**src/rtl/storage_access_arbiter_pkg.sv**
```systemverilog
// ----------------------------------------------------------------------------
// storage_access_arbiter_pkg
// Shared types and constants for the storage access arbiter. The four
// requesters share one single-port chart/record BRAM.
//   - arb_state_e       : arbiter FSM states
//   - REQ_* constants   : requester index assignments
//   - is_writer/is_chart: decode a requester index into its role
// ----------------------------------------------------------------------------
package storage_access_arbiter_pkg;

  // Number of requesters and the width of a slot id.
  localparam int NUM_REQ = 4;
  localparam int ID_W    = 8;

  // Requester indices. Bit 0 set means writer, bit 1 set means record storage.
  localparam logic [1:0] REQ_CHART_RD = 2'd0;
  localparam logic [1:0] REQ_CHART_WR = 2'd1;
  localparam logic [1:0] REQ_REC_RD   = 2'd2;
  localparam logic [1:0] REQ_REC_WR   = 2'd3;

  typedef enum logic [1:0] {
    ARB_IDLE  = 2'd0,
    ARB_XFER  = 2'd1,
    ARB_DRAIN = 2'd2,
    ARB_DONE  = 2'd3
  } arb_state_e;

  // Writers are the odd requester indices.
  function automatic logic is_writer(input logic [1:0] req_idx);
    return req_idx[0];
  endfunction

  // Requesters 0 and 1 address the chart region, 2 and 3 the record region.
  function automatic logic is_chart(input logic [1:0] req_idx);
    return ~req_idx[1];
  endfunction

endpackage

```
**src/rtl/storage_access_arbiter_rr_picker.sv**
```systemverilog
// ----------------------------------------------------------------------------
// rr_picker
// Combinational round-robin selector: finds the first asserted request at or
// after rr_ptr, wrapping modulo 4.
// Ports:
//   req    in  [3:0]  request vector
//   rr_ptr in  [1:0]  highest-priority index for this decision
//   found  out        at least one request is asserted
//   winner out [1:0]  selected requester (rr_ptr when nothing is found)
// ----------------------------------------------------------------------------
module rr_picker
  import storage_access_arbiter_pkg::*;
(
  input  logic [NUM_REQ-1:0] req,
  input  logic [1:0]         rr_ptr,
  output logic               found,
  output logic [1:0]         winner
);

  logic [1:0] cand;

  // Walk the four positions starting at rr_ptr; the 2-bit add gives the
  // modulo-4 wrap for free. The first hit wins.
  always_comb begin
    found  = 1'b0;
    winner = rr_ptr;
    cand   = rr_ptr;
    for (int k = 0; k < NUM_REQ; k++) begin
      cand = rr_ptr + 2'(k);
      if (!found && req[cand]) begin
        found  = 1'b1;
        winner = cand;
      end
    end
  end

endmodule

```
**src/rtl/storage_access_arbiter.sv**
```systemverilog
// ----------------------------------------------------------------------------
// storage_access_arbiter
// Shares one single-port chart/record BRAM between four requesters
// (chart read, chart write, record read, record write). One whole slot
// (WORDS words) is transferred per grant, requesters are served round-robin,
// and slot id 0 means "no slot".
// Ports:
//   clk, sys_rst_n   clock, asynchronous active-low reset
//   req[4]           requests (0 chart rd, 1 chart wr, 2 record rd, 3 record wr)
//   req_id[4][8]     slot id per requester, sampled at grant
//   req_wdata[4][D]  writer data for the word currently at word_idx
//   gnt[4]           one-hot grant, held through XFER and DRAIN
//   word_idx         index of the word issued this cycle
//   wr_ack           a write word is committed this cycle
//   rdata, rdata_valid, rdata_idx   read return, RD_LAT after issue
//   done[4], err[4]  one-cycle completion / rejection pulses
//   mem_en, mem_we, mem_addr, mem_wdata, mem_rdata   BRAM port
// ----------------------------------------------------------------------------
module storage_access_arbiter
  import storage_access_arbiter_pkg::*;
#(
  parameter int DATA_W       = 32,
  parameter int ADDR_W       = 14,
  parameter int WORDS        = 64,
  parameter int CHART_BASE   = 0,
  parameter int CHART_SLOTS  = 16,
  parameter int RECORD_BASE  = 4096,
  parameter int RECORD_SLOTS = 32,
  parameter int RD_LAT       = 1,
  localparam int IDX_W       = $clog2(WORDS)
) (
  input  logic                             clk,
  input  logic                             sys_rst_n,
  input  logic [NUM_REQ-1:0]               req,
  input  logic [NUM_REQ-1:0][ID_W-1:0]     req_id,
  input  logic [NUM_REQ-1:0][DATA_W-1:0]   req_wdata,
  output logic [NUM_REQ-1:0]               gnt,
  output logic [IDX_W-1:0]                 word_idx,
  output logic                             wr_ack,
  output logic [DATA_W-1:0]                rdata,
  output logic                             rdata_valid,
  output logic [IDX_W-1:0]                 rdata_idx,
  output logic [NUM_REQ-1:0]               done,
  output logic [NUM_REQ-1:0]               err,
  output logic                             mem_en,
  output logic                             mem_we,
  output logic [ADDR_W-1:0]                mem_addr,
  output logic [DATA_W-1:0]                mem_wdata,
  input  logic [DATA_W-1:0]                mem_rdata
);

  localparam logic [ADDR_W-1:0] CHART_BASE_A  = ADDR_W'(CHART_BASE);
  localparam logic [ADDR_W-1:0] RECORD_BASE_A = ADDR_W'(RECORD_BASE);
  localparam logic [ID_W-1:0]   CHART_MAX_ID  = ID_W'(CHART_SLOTS);
  localparam logic [ID_W-1:0]   RECORD_MAX_ID = ID_W'(RECORD_SLOTS);
  localparam logic [IDX_W-1:0]  LAST_WORD     = IDX_W'(WORDS - 1);
  localparam logic [1:0]        LAST_DRAIN    = 2'(RD_LAT - 1);

  arb_state_e          state;
  logic [1:0]          rr_ptr;
  logic [1:0]          cur_idx;
  logic [ADDR_W-1:0]   slot_base;
  logic [IDX_W-1:0]    word_cnt;
  logic [1:0]          drain_cnt;
  logic                aborted;

  logic                pick_found;
  logic [1:0]          pick_winner;
  logic [ID_W-1:0]     pick_id;
  logic                pick_id_ok;
  logic [ADDR_W-1:0]   pick_base;

  logic                issuing;
  logic [NUM_REQ-1:0]  cur_onehot;

  logic [RD_LAT-1:0]   rd_valid_pipe;
  logic [IDX_W-1:0]    rd_idx_pipe [RD_LAT];

  rr_picker u_picker (
    .req    (req),
    .rr_ptr (rr_ptr),
    .found  (pick_found),
    .winner (pick_winner)
  );

  // Validate the winner's id against its region and precompute the slot's
  // first word address, so the FSM only has to latch it at grant time.
  always_comb begin
    pick_id    = req_id[pick_winner];
    pick_id_ok = (pick_id != '0) &&
                 (pick_id <= (is_chart(pick_winner) ? CHART_MAX_ID : RECORD_MAX_ID));
    pick_base  = (is_chart(pick_winner) ? CHART_BASE_A : RECORD_BASE_A) +
                 (ADDR_W'(pick_id - ID_W'(1)) << IDX_W);
  end

  // Arbiter FSM. err is a registered pulse; the rest of the visible state is
  // decoded from these registers below. A bad id keeps us in IDLE but still
  // advances rr_ptr so one stuck requester cannot starve the others. An
  // abort skips DONE so the requester sees neither done nor err.
  always_ff @(posedge clk or negedge sys_rst_n) begin
    if (!sys_rst_n) begin
      state     <= ARB_IDLE;
      rr_ptr    <= 2'd0;
      cur_idx   <= 2'd0;
      slot_base <= '0;
      word_cnt  <= '0;
      drain_cnt <= 2'd0;
      aborted   <= 1'b0;
      err       <= '0;
    end else begin
      err <= '0;
      case (state)
        ARB_IDLE: begin
          if (pick_found) begin
            rr_ptr  <= pick_winner + 2'd1;
            cur_idx <= pick_winner;
            if (pick_id_ok) begin
              slot_base <= pick_base;
              word_cnt  <= '0;
              aborted   <= 1'b0;
              state     <= ARB_XFER;
            end else begin
              err <= NUM_REQ'(1) << pick_winner;
            end
          end
        end
        ARB_XFER: begin
          drain_cnt <= 2'd0;
          if (!req[cur_idx]) begin
            aborted  <= 1'b1;
            word_cnt <= '0;
            state    <= ARB_DRAIN;
          end else if (word_cnt == LAST_WORD) begin
            word_cnt <= '0;
            state    <= ARB_DRAIN;
          end else begin
            word_cnt <= word_cnt + IDX_W'(1);
          end
        end
        ARB_DRAIN: begin
          if (drain_cnt == LAST_DRAIN) begin
            state <= aborted ? ARB_IDLE : ARB_DONE;
          end else begin
            drain_cnt <= drain_cnt + 2'd1;
          end
        end
        ARB_DONE: begin
          state <= ARB_IDLE;
        end
        default: begin
          state <= ARB_IDLE;
        end
      endcase
    end
  end

  // BRAM port and handshakes. Issue is gated by the live req so a dropped
  // request stops the very cycle it falls, which is what makes aborts exact.
  always_comb begin
    cur_onehot  = NUM_REQ'(1) << cur_idx;
    issuing     = (state == ARB_XFER) && req[cur_idx];
    mem_en      = issuing;
    mem_we      = issuing && is_writer(cur_idx);
    wr_ack      = mem_we;
    mem_addr    = issuing ? (slot_base + ADDR_W'(word_cnt)) : '0;
    mem_wdata   = mem_we ? req_wdata[cur_idx] : '0;
    word_idx    = word_cnt;
    gnt         = ((state == ARB_XFER) || (state == ARB_DRAIN)) ? cur_onehot : '0;
    done        = (state == ARB_DONE) ? cur_onehot : '0;
    rdata_valid = rd_valid_pipe[RD_LAT-1];
    rdata_idx   = rd_idx_pipe[RD_LAT-1];
    rdata       = rdata_valid ? mem_rdata : '0;
  end

  // Read-return tracker: follows each read issue through the BRAM latency so
  // rdata_valid/rdata_idx line up with mem_rdata. Writes are not tracked.
  always_ff @(posedge clk or negedge sys_rst_n) begin
    if (!sys_rst_n) begin
      rd_valid_pipe <= '0;
      for (int k = 0; k < RD_LAT; k++) begin
        rd_idx_pipe[k] <= '0;
      end
    end else begin
      rd_valid_pipe[0] <= mem_en && !mem_we;
      rd_idx_pipe[0]   <= word_cnt;
      for (int k = 1; k < RD_LAT; k++) begin
        rd_valid_pipe[k] <= rd_valid_pipe[k-1];
        rd_idx_pipe[k]   <= rd_idx_pipe[k-1];
      end
    end
  end

endmodule

```
**config.mk**
```make
export PLATFORM = sky130hd
export DESIGN_NAME = storage_access_arbiter
export DESIGN_NICKNAME = d
export VERILOG_FILES = /design/src/rtl/storage_access_arbiter_pkg.sv /design/src/rtl/storage_access_arbiter_rr_picker.sv /design/src/rtl/storage_access_arbiter.sv
export SDC_FILE = /design/constraint.sdc
export NUM_CORES = 1
export LEC_CHECK = 0
export CAP_MARGIN = 20
export CORE_MARGIN = 4
export CORE_UTILIZATION = 25
export DETAILED_ROUTE_END_ITERATION = 8
export PLACE_DENSITY = 0.66
export SLEW_MARGIN = 15
export SYNTH_ARGS = -nofsm -noshare
export SYNTH_HDL_FRONTEND = slang
export SYNTH_SLANG_ARGS = --single-unit
```
**constraint.sdc**
```tcl
create_clock -name clk -period 4.4 [get_ports clk]
set_input_delay 0.88 -clock clk [delete_from_list [all_inputs] [get_ports clk]]
set_output_delay 0.88 -clock clk [all_outputs]
set_load 0.01 [all_outputs]
```
==> impl_table.tex <==
\begin{tabular}{lr}
\hline
Metric & Value \\
\hline
\multicolumn{2}{l}{\textbf{Drt}} \\
\quad Drt total wl & around 12000 um \\
\quad Detailed router's first-iteration violation count & 156 \\
\quad Vias after detailed routing & 3693 \\
\quad Number of antenna-violating nets in the routed design & 0 \\
\quad Drt pass-1 iters & 4 \\
\quad Routed length per instance & 15.3 um \\
\quad Drc violations & 0 \\
\quad Via-per-instance ratio & 4.67 \\
\multicolumn{2}{l}{\textbf{STA}} \\
\quad Number of endpoints with negative hold slack in the final report & 0 \\
\quad Setup total negative slack & 0 ps \\
\quad Min Tclk post-route & 4060 ps \\
\quad Slew at the pin closest to its max-slew limit & 679 ps \\
\quad Slew Limit Headroom & 54.7\% \\
\quad Final clock period utilization by the worst path & 92.2\% \\
\quad Final number of setup-violating endpoints & 0 \\
\quad Max-slew violations & 0 \\
\quad Maximum clock frequency & 247 MHz \\
\quad Worst hold-check slack & 458 ps \\
\quad Setup Skew & 7.07 ps \\
\quad Setup repair after global routing missed its margin & false \\
\multicolumn{2}{l}{\textbf{GRT}} \\
\quad First-pass GRT wire length & 18600 um \\
\quad Largest net degree at the start of global routing & 42 \\
\quad Total global routing overflow & 0 \\
\quad Total global routing track utilization & 15.6\% \\
\quad Antenna violations before repair & 0 \\
\quad Vias in the first global route & 3702 \\
\multicolumn{2}{l}{\textbf{Cells and area}} \\
\quad Total area of multi-input combinational cells & 0.00213 mm2 \\
\quad Area grow syn2layout & 88.6\% \\
\quad Final design area excluding fillers & 0.00598 mm2 \\
\quad Post-layout net count & 832 \\
\quad Number of filler instances in the final layout & 1186 \\
\quad FF+latch area & roughly 850 um2 \\
\quad Antenna diode count & 0 \\
\quad Proportion of layout cells with a drive suffix above 1 & 8.36\% \\
\multicolumn{2}{l}{\textbf{Place}} \\
\quad Port bufs & 239 \\
\quad Dpl hpwl & 10200 um \\
\quad Total placed instance area & 0.00580 mm2 \\
\quad Weighted congestion at the end of routability-driven global placement & 0.847 \\
\multicolumn{2}{l}{\textbf{Floorplanning}} \\
\quad Core ar. & between 0.01 and 0.015 mm2 \\
\quad Die ar. & 0.0145 mm2 \\
\quad Floorplan die height & $\sim$120 um \\
\quad Starting utilization of the core area & 25.9\% \\
\quad Io pins & 304 \\
\quad Number of rows created at floorplan & 40 \\
\quad Chip Width & around 120 um \\
\multicolumn{2}{l}{\textbf{Power and ir drop}} \\
\quad Combinational power share & approximately two thirds \\
\quad Overall Power & 0.00278 W \\
\quad Internal & between 0.0015 and 0.002 W \\
\quad Proportion of total power due to net switching & 41.5\% \\
\quad Power density cells & 465 mW/mm2 \\
\quad Clock network power share & 14.7\% \\
\quad Share of power burned in registers & 18.5\% \\
\quad Peak supply drop & 0.219 mV \\
\quad Leak & roughly 2.5 nW \\
\quad Switching power & approximately 0.0012 W \\
\multicolumn{2}{l}{\textbf{Synthesis}} \\
\quad Area share of the largest cell type after synthesis & 26.9\% \\
\quad Number of distinct library cells after synthesis & 64 \\
\quad Syn Area/Cell & 8.34 um2 \\
\quad Dominant cell type by area after synthesis & sky130\_fd\_sc\_hd\_\_dfrtp\_1 \\
\quad Share of synthesized registers carrying an async set or reset & between 90\% and 100\% \\
\quad Syn Inst Count & 380 \\
\quad Top FF cell, synth & sky130\_fd\_sc\_hd\_\_dfrtp\_1 \\
\quad Post-synth EDFFs & 0 \\
\quad Main area contributors after synthesis & sky130\_fd\_sc\_hd\_\_dfrtp\_1 (27\%), sky130\_fd\_sc\_hd\_\_mux2i\_1 (11\%), sky130\_fd\_sc\_hd\_\_nor2\_1 (6.9\%), sky130\_fd\_sc\_hd\_\_and2\_1 (6.5\%), sky130\_fd\_sc\_hd\_\_ha\_1 (5.1\%) \\
\quad Synthesis Warnings & 0 \\
\quad Post-synthesis sequential area ratio & 26.9\% \\
\quad Post-synth design cell area & 0.00317 mm2 \\
\quad Post-synth net total & 591 \\
\quad Flops \& latches, synth & 34 \\
\multicolumn{2}{l}{\textbf{Worst setup path}} \\
\quad Crit path buf inv count & 3 \\
\quad Arrival time of data at the critical path endpoint & 4250 ps \\
\quad Register-to-register setup slack & 1060 ps \\
\quad Element type at the critical path start & input pin \\
\quad Worst setup path category & input pin to register \\
\quad Sort of element at the end of the critical path & register \\
\quad Cell family contributing the most delay on the critical path & simple AND/OR/NAND/NOR gates \\
\quad Maximum single-stage delay on the critical path & a little over 500 ps \\
\quad Cells along the critical path & clkdlybuf4s50\_1, or3b\_1, and2\_4, nor3\_4, inv\_2, o311ai\_1, a41oi\_4, nor4\_4, buf\_12, or2\_1, mux2i\_1 \\
\quad CP Data Required Time & 4600 ps \\
\quad Worst Path Max Fanout & 21 \\
\quad Slowest cell on crit path & sky130\_fd\_sc\_hd\_\_clkdlybuf4s50\_1 \\
\multicolumn{2}{l}{\textbf{Run}} \\
\quad Max\_cap viols & 0 \\
\multicolumn{2}{l}{\textbf{Clocking}} \\
\quad Total CTS buffers & 5 \\
\quad Clock Tree Buf Depth & 2 \\
\quad CTS tree & done \\
\quad Number of hold buffers added after CTS & 0 \\
\quad CTS clk-pin slew, worst paths & 50 ps \\
\quad Buffers inserted by post-CTS timing repair & 0 \\
\quad Later-pin clock latency in the skew report & 280 ps \\
\quad CTS sink cnt & 34 \\
\quad Cells resized by post-CTS repair & 0 \\
\quad Buffer cell driving the clock tree root & sky130\_fd\_sc\_hd\_\_clkbuf\_16 \\
\quad Level count of the clock H-tree & 2 \\
\multicolumn{2}{l}{\textbf{Status}} \\
\quad Result of the run & finished, final reports clean \\
\multicolumn{2}{l}{\textbf{Min path}} \\
\quad Min-Delay Path Class & register to register \\
\hline
\end{tabular}
synthesized netlist by cell type (3+ instances only):
| master | n |
|---|---|
| sky130_fd_sc_hd__nor2_1 | 58 |
| sky130_fd_sc_hd__mux2i_1 | 36 |
| sky130_fd_sc_hd__dfrtp_1 | 34 |
| sky130_fd_sc_hd__and2_1 | 33 |
| sky130_fd_sc_hd__nand2_1 | 28 |
| sky130_fd_sc_hd__and3_1 | 17 |
| sky130_fd_sc_hd__inv_1 | 17 |
| sky130_fd_sc_hd__o21ai_0 | 15 |
| sky130_fd_sc_hd__clkbuf_1 | 14 |
| sky130_fd_sc_hd__ha_1 | 13 |
| sky130_fd_sc_hd__nand3_1 | 13 |
| sky130_fd_sc_hd__mux2_2 | 6 |
| sky130_fd_sc_hd__nor2b_1 | 5 |
| sky130_fd_sc_hd__xnor2_1 | 5 |
| sky130_fd_sc_hd__a21oi_2 | 4 |
| sky130_fd_sc_hd__a21oi_1 | 3 |
| sky130_fd_sc_hd__a22o_1 | 3 |
| sky130_fd_sc_hd__a31oi_1 | 3 |
| sky130_fd_sc_hd__and2b_1 | 3 |
| sky130_fd_sc_hd__buf_4 | 3 |
| sky130_fd_sc_hd__buf_6 | 3 |
| sky130_fd_sc_hd__nand4_1 | 3 |
| sky130_fd_sc_hd__nor3_1 | 3 |
| sky130_fd_sc_hd__nor3b_1 | 3 |
| sky130_fd_sc_hd__o211ai_1 | 3 |
| sky130_fd_sc_hd__o21ai_1 | 3 |
| sky130_fd_sc_hd__xor2_1 | 3 |
registers in the layout, indices dropped and copies added (netlist names), 2 cells and up:
name       flops
drain_cnt      2
state          2
rdata_idx      6
word_idx       6
slot_base      8
err            4
cur_idx        2
rr_ptr         2
final cells by class:
class / instances / share of cell area, %
timing repair buffer: 255 / 42.5
multi-input combinational: 306 / 35.7
sequential: 34 / 14.3
tap: 168 / 3.52
clock buffer: 7 / 2.39
inverter: 19 / 1.19
clock inverter: 1 / 0.503
power by group through the flow:
| stage | Clock (W) | Combinational, W | Sequential [W] |
|---|---|---|---|
| 2_1_floorplan | 0 | 0.00113 | 0.000482 |
| 3_3_place_gp | 0 | 0.00183 | 0.000514 |
| 3_5_place_dp | 0 | 0.00186 | 0.000522 |
| 4_1_cts | 0.000418 | 0.00187 | 0.000518 |
| 5_1_grt | 0.000434 | 0.00202 | 0.000535 |
| 6_report | 0.000410 | 0.00186 | 0.000514 |
cells in the final DEF (no fill, tap or decap), types with 3 or more instances in the layout:
master                            synthesis  routed
sky130_fd_sc_hd__nand2_1                 28      28
sky130_fd_sc_hd__o211ai_1                 3       3
sky130_fd_sc_hd__ha_1                    13      13
sky130_fd_sc_hd__clkbuf_16                0       5
sky130_fd_sc_hd__mux2i_1                 36      36
sky130_fd_sc_hd__a21oi_1                  3       3
sky130_fd_sc_hd__nor2_1                  58      58
sky130_fd_sc_hd__nor2b_1                  5       5
sky130_fd_sc_hd__xor2_1                   3       3
sky130_fd_sc_hd__o21ai_1                  3       3
sky130_fd_sc_hd__o21ai_0                 15      15
sky130_fd_sc_hd__dfrtp_1                 34      33
sky130_fd_sc_hd__a21oi_2                  4       4
sky130_fd_sc_hd__and2_1                  33      33
sky130_fd_sc_hd__mux2_2                   6       6
sky130_fd_sc_hd__and2b_1                  3       3
sky130_fd_sc_hd__nand3_1                 13      13
sky130_fd_sc_hd__nor3b_1                  3       3
sky130_fd_sc_hd__xnor2_1                  5       5
sky130_fd_sc_hd__inv_1                   17      17
sky130_fd_sc_hd__buf_4                    3      14
sky130_fd_sc_hd__a31oi_1                  3       3
sky130_fd_sc_hd__nor3_1                   3       3
sky130_fd_sc_hd__a22o_1                   3       3
sky130_fd_sc_hd__and3_1                  17      17
sky130_fd_sc_hd__nand4_1                  3       3
sky130_fd_sc_hd__clkdlybuf4s50_1          0     239
worst paths after layout:
check,from,depth (start not counted),end
setup / recovery,req[2],11,word_idx[1]$_DFFE_PN0P_
hold / removal,word_idx[1]$_DFFE_PN0P_,0,rdata_idx[1]$_DFF_PN0_
setup reg to reg,rr_ptr[1]$_DFFE_PN0P_,11,word_idx[1]$_DFFE_PN0P_
hold reg to reg,word_idx[1]$_DFFE_PN0P_,0,rdata_idx[1]$_DFF_PN0_
max in group asynchronous,sys_rst_n,2,cur_idx[1]$_DFFE_PN0P_
min in group asynchronous,sys_rst_n,2,slot_base[6]$_DFFE_PN0P_
worst register-to-register path: cells and delay by family (launching register included):
kind / cells / cell delay (ps)
buffers and inverters: 1 / 200
muxes: 2 / 550
DFF: 1 / 460
adders and majority gates: 1 / 280
and+or+nand+nor: 4 / 930
AOI/OAI and AO/OA: 3 / 840
per-stage QoR:
step           setup WS, ps  cells  utilization [%]
2_1_floorplan           829    380                -
4_1_cts                 371    790             48.9
3_5_place_dp            119    782             47.5
6_report                345    790             48.9
3_3_place_gp            165    782             47.5
5_1_grt                 160    790             48.9
per-layer routing:
metal	track usage (%)	wire length, um	vias to the layer above	share of wire (%)
met5	0	0	-	0
li1	-	-	1798	-
met1	17.2	4570	1700	38
met2	29.3	6130	193	51
met4	1.27	23	0	0.19
met3	6.08	1340	2	11
kinds of logic after synthesis:
group           share of synthesized area [%]
compound gates                           16.2
xor+xnor                                 2.21
fa+ha+maj                                5.13
buf+inv                                  5.84
flops                                    26.9
mux                                      14.2
simple gates                             29.5
Power figures use the tool's default switching activity.
